===== config.mk =====
export PLATFORM = sky130hd
export DESIGN_NAME = alu_issue_arb
export DESIGN_NICKNAME = d
export VERILOG_FILES = /design/src/rtl/alu_issue_arb.sv
export SDC_FILE = /design/constraint.sdc
export NUM_CORES = 1
export LEC_CHECK = 0
export CORE_AREA = 2 2 114 116
export DETAILED_ROUTE_END_ITERATION = 6
export DIE_AREA = 0 0 116 118
export HOLD_SLACK_MARGIN = 0.12
export PLACE_DENSITY = 0.82
export SYNTH_ARGS = -nofsm -noshare
export SYNTH_HDL_FRONTEND = slang
export SYNTH_SLANG_ARGS = --single-unit

===== constraint.sdc =====
create_clock -name clk -period 5.29 [get_ports clk]
set_clock_uncertainty 0.2 [all_clocks]
set_input_delay 0.529 -clock clk [delete_from_list [all_inputs] [get_ports clk]]
set_output_delay 0.529 -clock clk [all_outputs]
set_load 0.01 [all_outputs]

===== src/rtl/alu_issue_arb.sv =====
// alu_issue_arb: arbitrates two requesters onto one shared combinational ALU
// and buffers the ALU results in a small FIFO that feeds a writeback stream.
// Optional feature macro: ALU_ISSUE_ARB_RR_EN enables round-robin tie
// breaking. When it is undefined, requester 0 always wins a tie.
`timescale 1ns/1ps
module alu_issue_arb #(
  parameter int FIFO_DEPTH = 2
) (
  input  logic        clk,
  input  logic        rst,
  input  logic        i_req0_valid,
  input  logic        i_req1_valid,
  output logic        o_req0_ready,
  output logic        o_req1_ready,
  input  logic [4:0]  i_req0_rd_idx,
  input  logic        i_req0_rd_wen,
  input  logic [31:0] i_req0_rs1,
  input  logic [31:0] i_req0_rs2,
  input  logic        i_req0_add_op,
  input  logic [4:0]  i_req1_rd_idx,
  input  logic        i_req1_rd_wen,
  input  logic [31:0] i_req1_rs1,
  input  logic [31:0] i_req1_rs2,
  input  logic        i_req1_add_op,
  output logic [4:0]  o_alu_rd_idx,
  output logic        o_alu_rd_wen,
  output logic [31:0] o_alu_rs1,
  output logic [31:0] o_alu_rs2,
  output logic        o_alu_add_op,
  input  logic [31:0] i_alu_wdat,
  input  logic [4:0]  i_alu_rd_idx,
  input  logic        i_alu_rd_wen,
  output logic        o_wb_valid,
  input  logic        i_wb_ready,
  output logic [31:0] o_wb_wdat,
  output logic [4:0]  o_wb_rd_idx,
  output logic        o_wb_rd_wen,
  output logic        o_wb_src
);

  localparam int PW = $clog2(FIFO_DEPTH);
  localparam int CW = PW + 1;
  localparam int EW = 39;  // {src, wen, rd_idx[4:0], wdat[31:0]}

  logic [PW-1:0] wptr;
  logic [PW-1:0] rptr;
  logic [CW-1:0] count;
  logic [EW-1:0] mem [FIFO_DEPTH];

  logic pop;
  logic push;
  logic can_accept;
  logic grant;
  logic sel;
  logic tie_sel;

  // A pop only happens when a head entry exists and the consumer takes it.
  assign pop        = (count != CW'(0)) && i_wb_ready;
  // A full queue still accepts when its head leaves in the same cycle.
  assign can_accept = (count < CW'(FIFO_DEPTH)) || pop;
  assign push       = grant;

`ifdef ALU_ISSUE_ARB_RR_EN
  logic lg;

  // Last-grant register; reset to 1 so requester 0 wins the first tie.
  always_ff @(posedge clk) begin
    if (rst) begin
      lg <= 1'b1;
    end else if (grant) begin
      lg <= sel;
    end else begin
      lg <= lg;
    end
  end

  assign tie_sel = ~lg;
`else
  assign tie_sel = 1'b0;
`endif

  // Pick the requester to grant this cycle; nothing is granted in reset or
  // when the queue has no room.
  always_comb begin
    grant = 1'b0;
    sel   = 1'b0;
    if (rst || !can_accept) begin
      grant = 1'b0;
      sel   = 1'b0;
    end else if (i_req0_valid && i_req1_valid) begin
      grant = 1'b1;
      sel   = tie_sel;
    end else if (i_req0_valid) begin
      grant = 1'b1;
      sel   = 1'b0;
    end else if (i_req1_valid) begin
      grant = 1'b1;
      sel   = 1'b1;
    end else begin
      grant = 1'b0;
      sel   = 1'b0;
    end
  end

  assign o_req0_ready = grant & ~sel;
  assign o_req1_ready = grant & sel;

  // Route the granted requester's operands to the ALU; idle drives zeros.
  always_comb begin
    o_alu_rd_idx = 5'd0;
    o_alu_rd_wen = 1'b0;
    o_alu_rs1    = 32'd0;
    o_alu_rs2    = 32'd0;
    o_alu_add_op = 1'b0;
    if (grant && sel) begin
      o_alu_rd_idx = i_req1_rd_idx;
      o_alu_rd_wen = i_req1_rd_wen;
      o_alu_rs1    = i_req1_rs1;
      o_alu_rs2    = i_req1_rs2;
      o_alu_add_op = i_req1_add_op;
    end else if (grant) begin
      o_alu_rd_idx = i_req0_rd_idx;
      o_alu_rd_wen = i_req0_rd_wen;
      o_alu_rs1    = i_req0_rs1;
      o_alu_rs2    = i_req0_rs2;
      o_alu_add_op = i_req0_add_op;
    end else begin
      o_alu_rd_idx = 5'd0;
      o_alu_rd_wen = 1'b0;
      o_alu_rs1    = 32'd0;
      o_alu_rs2    = 32'd0;
      o_alu_add_op = 1'b0;
    end
  end

  // Result storage: capture the ALU result of the granted op at the tail.
  always_ff @(posedge clk) begin
    if (rst) begin
      for (int i = 0; i < FIFO_DEPTH; i++) begin
        mem[i] <= '0;
      end
    end else if (push) begin
      mem[wptr] <= {sel, i_alu_rd_wen, i_alu_rd_idx, i_alu_wdat};
    end else begin
      mem[wptr] <= mem[wptr];
    end
  end

  // Pointers wrap naturally because the depth is a power of two.
  always_ff @(posedge clk) begin
    if (rst) begin
      wptr <= '0;
      rptr <= '0;
    end else begin
      wptr <= push ? wptr + PW'(1) : wptr;
      rptr <= pop  ? rptr + PW'(1) : rptr;
    end
  end

  // Occupancy counter; simultaneous push and pop leave it unchanged.
  always_ff @(posedge clk) begin
    if (rst) begin
      count <= '0;
    end else begin
      case ({push, pop})
        2'b10:   count <= count + CW'(1);
        2'b01:   count <= count - CW'(1);
        default: count <= count;
      endcase
    end
  end

  assign o_wb_valid  = (count != CW'(0));
  assign o_wb_src    = mem[rptr][38];
  assign o_wb_rd_wen = mem[rptr][37];
  assign o_wb_rd_idx = mem[rptr][36:32];
  assign o_wb_wdat   = mem[rptr][31:0];

endmodule


# --- Word-level counts from Yosys, hierarchy flattened ---
# Memory sizes are Yosys's and may differ from the RTL's. A register that Yosys moved wholly into a read port is not among the register bits.
# Index checks and enable logic that the tools add are counted.
classes:
  add_sub_neg: 4
  order_cmp: 1
  eq_ne: 3
  mux: 32
  bitwise: 4
  n_reduce_logical: 10
op_table:
  columns: ["op", "count"]
  rows:
  - ["32-bit 2-to-1 mux", 4]
  - ["39-bit 2-to-1 mux", 2]
  - ["39-bit OR reduction", 1]
  - ["1-bit 2-to-1 mux", 23]
  - ["5-bit 2-to-1 mux", 2]
  - ["2-bit case mux with 2 select lines", 1]
  - ["2-bit nonzero test", 2]
  - ["1-bit logical AND", 3]
  - ["1-bit adder (second input constant)", 2]
  - ["2-bit by 1-bit adder with 2-bit output (second input constant)", 1]
  - ["1-bit bitwise AND", 2]
  - ["2-bit by 1-bit equality test with 1-bit output (second input constant)", 1]
  - ["2-bit equality test (second input constant)", 1]
  - ["1-bit logical OR", 2]
  - ["2-bit < comparator (second input constant)", 1]
  - ["2-bit AND reduction", 1]
  - ["2-bit by 1-bit subtractor with 2-bit output (second input constant)", 1]
  - ["1-bit zero test", 1]
  - ["0-bit inequality test", 1]
  - ["1-bit inverter", 1]
  - ["1-bit OR", 1]
word_totals:
  regBits: 4
  ramBits: 78
  out_inout_bits: 113
  elab_cells: 58
  mem_count: 1
memory_table:
  columns: ["name", "depth", "width", "rd", "rd_clocked_by_memory_dff", "wr", "line", "text"]
  rows:
  - ["mem", 2, 39, 1, 1, 2, "48", "logic [EW-1:0] mem [FIFO_DEPTH];"]

# --- Logic depth before layout (Yosys ltp) ---
logic_depth:
  depth_word: 13
  depth_mapped: 7
  mapped_depth_nobuf: 7

# --- Least setup slack after synthesis ---
# OpenSTA, ideal clock, no wires.
synth_timing:
  kind: "in2reg"
  startpoint: "input port rst"
  endpoint: "memory mem[0][0] (enable)"
  arrival_ns: 1.639
  required_time_ns: 4.711
  slack_ns: 3.072
  cell_stages: 4
  n_path_buf: 2
  cell_sequence: "buf_6 > nor4_4 > buf_6 > or2_2"
synth_rtl:
  columns: ["item", "line", "text"]
  rows:
  - ["from (decl)", "10", "input logic rst,"]
  - ["to (decl)", "48", null]

# --- Worst setup path after layout ---
layout_timing:
  startpoint: "input port i_req1_valid"
  endpoint: "output port o_alu_rs2[18]"
layout_via:
  elab_chain_cells: 6
  elab_cells_between_ends: 11
layout_rtl:
  columns: ["item", "line", "text"]
  rows:
  - ["from (decl)", "12", "input logic i_req1_valid,"]
  - ["1-bit 2-to-1 mux", "96", "end else if (i_req1_valid) begin"]
  - ["1-bit 2-to-1 mux", "93", "end else if (i_req0_valid) begin"]
  - ["1-bit 2-to-1 mux", "90", "end else if (i_req0_valid && i_req1_valid) begin"]
  - ["1-bit 2-to-1 mux", "87", "if (rst || !can_accept) begin"]
  - ["32-bit 2-to-1 mux or 1-bit logical AND (tied branches)", "121, 115", null]
  - ["32-bit 2-to-1 mux *", "115", "if (grant && sel) begin"]
  - ["to (decl)", "28", "output logic [31:0] o_alu_rs2,"]
# Mark *: on every way between the ends. The rest lies on a longest branch, timed or not.

==> metrics.md <==
| Metric | Value |
|---|---|
| Violation count after the first detailed-route iteration | `430` |
| Worst setup EP type | `output pin` |
| Worst VDD drop | `between 0.2 and 0.25 mV` |
| Vias per inst | `5.020` |
| Crit path time final | `3.821 ns` |
| Max-slew violation count | `0` |
| Met3 Wirelength | `1.643 mm` |
| Fillcell total | `1000` |
| Commonest non-fill, non-tap cell in the layout | `clkdlybuf4s50_1` |
| Worst Hold Depth | `2` |
| Static leakage | `2.919 nW` |
| First-pass GRT wire length | `between 20 and 25 mm` |
| Initial Util | `a little under two fifths` |
| DRT Pass-1 Iters | `5` |
| Slew @ Worst Pin | `1.004 ns` |
| Remaining DRCs | `0` |
| Post-CTS Setup Inserts | `0` |
| Setup TNS | `0 ns` |
| Syn Inst Count | `slightly above 400` |
| Hold Path Class | `reg2reg` |
| Reg-to-Reg Start | `count[1]` |
| Top Ports | `between 200 and 300` |
| Placer congestion estimate | `0.9294` |
| Largest net degree at the start of global routing | `76` |
| Commonest cells after routing, fill and taps aside | `296 x clkdlybuf4s50_1, 78 x edfxtp_1, 77 x and2_1` |
| Die W | `approximately 120 um` |
| Syn nets | `between 500 and 600` |
| TritonCTS Buffers | `9` |
| Post-synthesis compound-gate area fraction | `12.21%` |
| Clock latency on the worst-skew pair | `between 0.3 and 0.4 ns` |
| Die Y | `118 um` |
| Sequential area share after synthesis | `roughly 53%` |
| Clock Tree Buf Depth | `2` |
| Post-Synth Adder-Cell Area | `less than 1%` |
| RSZ-0062 raised after global routing | `false` |
| Max_slew headroom | `between 30% and 40%` |
| Critical path class | `in2out` |
| Post-synthesis average cell area | `between 10 and 15 sq um` |
| Status | `finished clean` |
| Total Wirelength | `roughly 16 mm` |
| Clock slew at reported path FFs | `roughly 0.060 ns` |
| Hold Path Origin | `rptr` |
| Vias in the first global route | `between 4000 and 5000` |
| Yosys warnings | `0` |
| Antenna-violating nets left | `0` |
| Synth Area in Simple Gates | `between 10% and 20%` |
| Flops & latches, synth | `83` |
| Top Metal Used | `met5` |
| Detail Placement HPWL | `approximately 12 mm` |
| Initial antenna violation count | `6` |
| Reg2Reg Setup Slack | `about 2.7 ns` |
| DP Worst Slack | `around 1.5 ns` |
| Endpoint, Worst Hold | `rptr` |
| Critical path required time | `4.56 ns` |
| Final Worst Setup Slack | `1.469 ns` |
| CP Launch Type | `input port` |
| Final hold violation count | `0` |
| CTS tree | `built` |
| Via count | `~4300` |
| Clock sink count | `83` |
| Max-cap violations | `0` |
| Routed metal-1 wire length | `between 5 and 6 mm` |
| Die area | `13690 sq um` |
| Mux contribution to synthesized area | `around a tenth` |
| WL/cell | `~19 um` |
| CTS Root Cell | `clkbuf_16` |
| CP arrival | `slightly above 3 ns` |
| Pwr Total | `between 2 and 2.5 mW` |
| PwrDens | `298.8 nW/um^2` |
| Distinct cells, synth | `29` |
| Worst r2r dst | `mem[1][20]` |
| All-Layer GR Usage | `between 20% and 30%` |
| Largest family of logic cells by synthesized area | `simple AND/OR/NAND/NOR gates` |
| Core footprint | `between 10000 and 15000 sq um` |
| H-Tree Depth | `3` |
| Footprint of the multi-input gates | `between 1500 and 2000 sq um` |
| Worst-path fanout max | `between 40 and 50` |
| Fmax | `261.7 MHz` |
| Share of layout cells above drive strength 1 | `between 10% and 20%` |
| Routed met2 length | `roughly 8.0 mm` |
| Final setup vio count | `0` |
| Row count | `41` |
| Synth Area in XOR/XNOR | `less than 1%` |
| Hold_ws | `0.3246 ns` |
| Grt ovf | `0` |
| Buffers on Ports | `a little under 300` |
| Mapped cell area | `approximately 4600 sq um` |
| Hold-fix buffers, CTS | `0` |
| Fin crit share | `between 70 and 80%` |
| Final nets | `870` |
| Reg area | `between 2000 and 2500 sq um` |
| Worst R2R Path Depth | `4` |
| PostCTS Resize Cnt | `0` |
| Area growth, synth to finish | `70.70%` |
power by group:
group | internal, mW | switching (mW) | leakage, nW
logic | 0.541 | 0.349 | 1.91
registers | 0.824 | 0.0739 | 0.864
clock network | 0.340 | 0.236 | 0.141
total | 1.70 | 0.659 | 2.92
how the worst max path moves through the flow:
stage / startpoint / endpoint / cells after the start
3_5_place_dp: rst / o_alu_rs2[18] / 5
2_1_floorplan: rst / mem[0][0] / 4
4_1_cts: i_req1_valid / o_alu_rs2[18] / 6
3_3_place_gp: rst / o_alu_rs2[15] / 5
5_1_grt: i_req1_valid / o_alu_rs2[18] / 6
6_report: i_req1_valid / o_alu_rs2[18] / 6
area by class of cell:
type / count / area share [%]
timing repair buffer: 303 / 38.10
sequential: 83 / 30.90
multi-input combinational: 287 / 24.58
clock buffer: 11 / 3.196
tap: 172 / 2.721
clock inverter: 5 / 0.3480
antenna: 5 / 0.1582
through the flow:
| step | cell area, sq um | cells | utilization [%] |
|---|---|---|---|
| floorplan | 4633 | 407 | - |
| global placement | 7616 | 845 | 61.35 |
| detailed placement | 7616 | 845 | 61.35 |
| CTS | 7896 | 861 | 63.61 |
| global route | 7896 | 861 | 63.61 |
| finish | 7909 | 866 | 63.71 |
metal layers:
layer | track usage, % | vias to the layer above
met4 | 9.003 | 2
met2 | 38.56 | 211
met5 | 0 | -
met1 | 26.08 | 2067
met3 | 8.496 | 37
li1 | - | 2030
cell usage after synthesis:
| cell type | n | area (sq um) |
|---|---|---|
| edfxtp_1 | 78 | 2342 |
| and2_1 | 77 | 481.7 |
| nor2_1 | 76 | 285.3 |
| a22oi_1 | 71 | 533.0 |
| mux2_2 | 39 | 439.2 |
| buf_2 | 13 | 65.06 |
| buf_6 | 12 | 135.1 |
| clkbuf_1 | 6 | 22.52 |
| dfxtp_1 | 5 | 100.1 |
| clkbuf_2 | 4 | 20.02 |
| o21ai_0 | 3 | 15.01 |
| or2_2 | 3 | 18.77 |
| a21oi_1 | 2 | 10.01 |
| or3_1 | 2 | 12.51 |
| xnor2_1 | 2 | 17.52 |
| and3_1 | 1 | 6.260 |
| buf_1 | 1 | 3.750 |
| buf_4 | 1 | 7.510 |
| ha_1 | 1 | 12.51 |
| nand2b_1 | 1 | 6.260 |
| nor2_2 | 1 | 6.260 |
| nor2b_1 | 1 | 6.260 |
| nor2b_4 | 1 | 13.76 |
| nor3_1 | 1 | 5.000 |
| nor4_4 | 1 | 21.27 |
| nor4b_4 | 1 | 23.77 |
| o21a_1 | 1 | 7.510 |
| or2_1 | 1 | 6.260 |
| xor2_1 | 1 | 8.760 |
critical path, cell delays in order:
cell and delay, ns:
clkdlybuf4s50_1 0.53, nor2b_4 0.80, buf_4 0.38, a22oi_1 0.10, nor2_1 0.15, clkdlybuf4s50_1 0.58
state kept, by name, indices dropped and copies added (netlist names), named ones only:
name   count
rptr       1
mem       78
wptr       1
count      2
cells by family after synthesis:
| logic type | count (synthesis) |
|---|---|
| xor+xnor | 3 |
| simple gates | 167 |
| compound gates | 77 |
| mux | 39 |
| flops | 83 |
| fa+ha+maj | 1 |
| buf+inv | 37 |
Note: power is estimated with default switching activity, not from simulation.
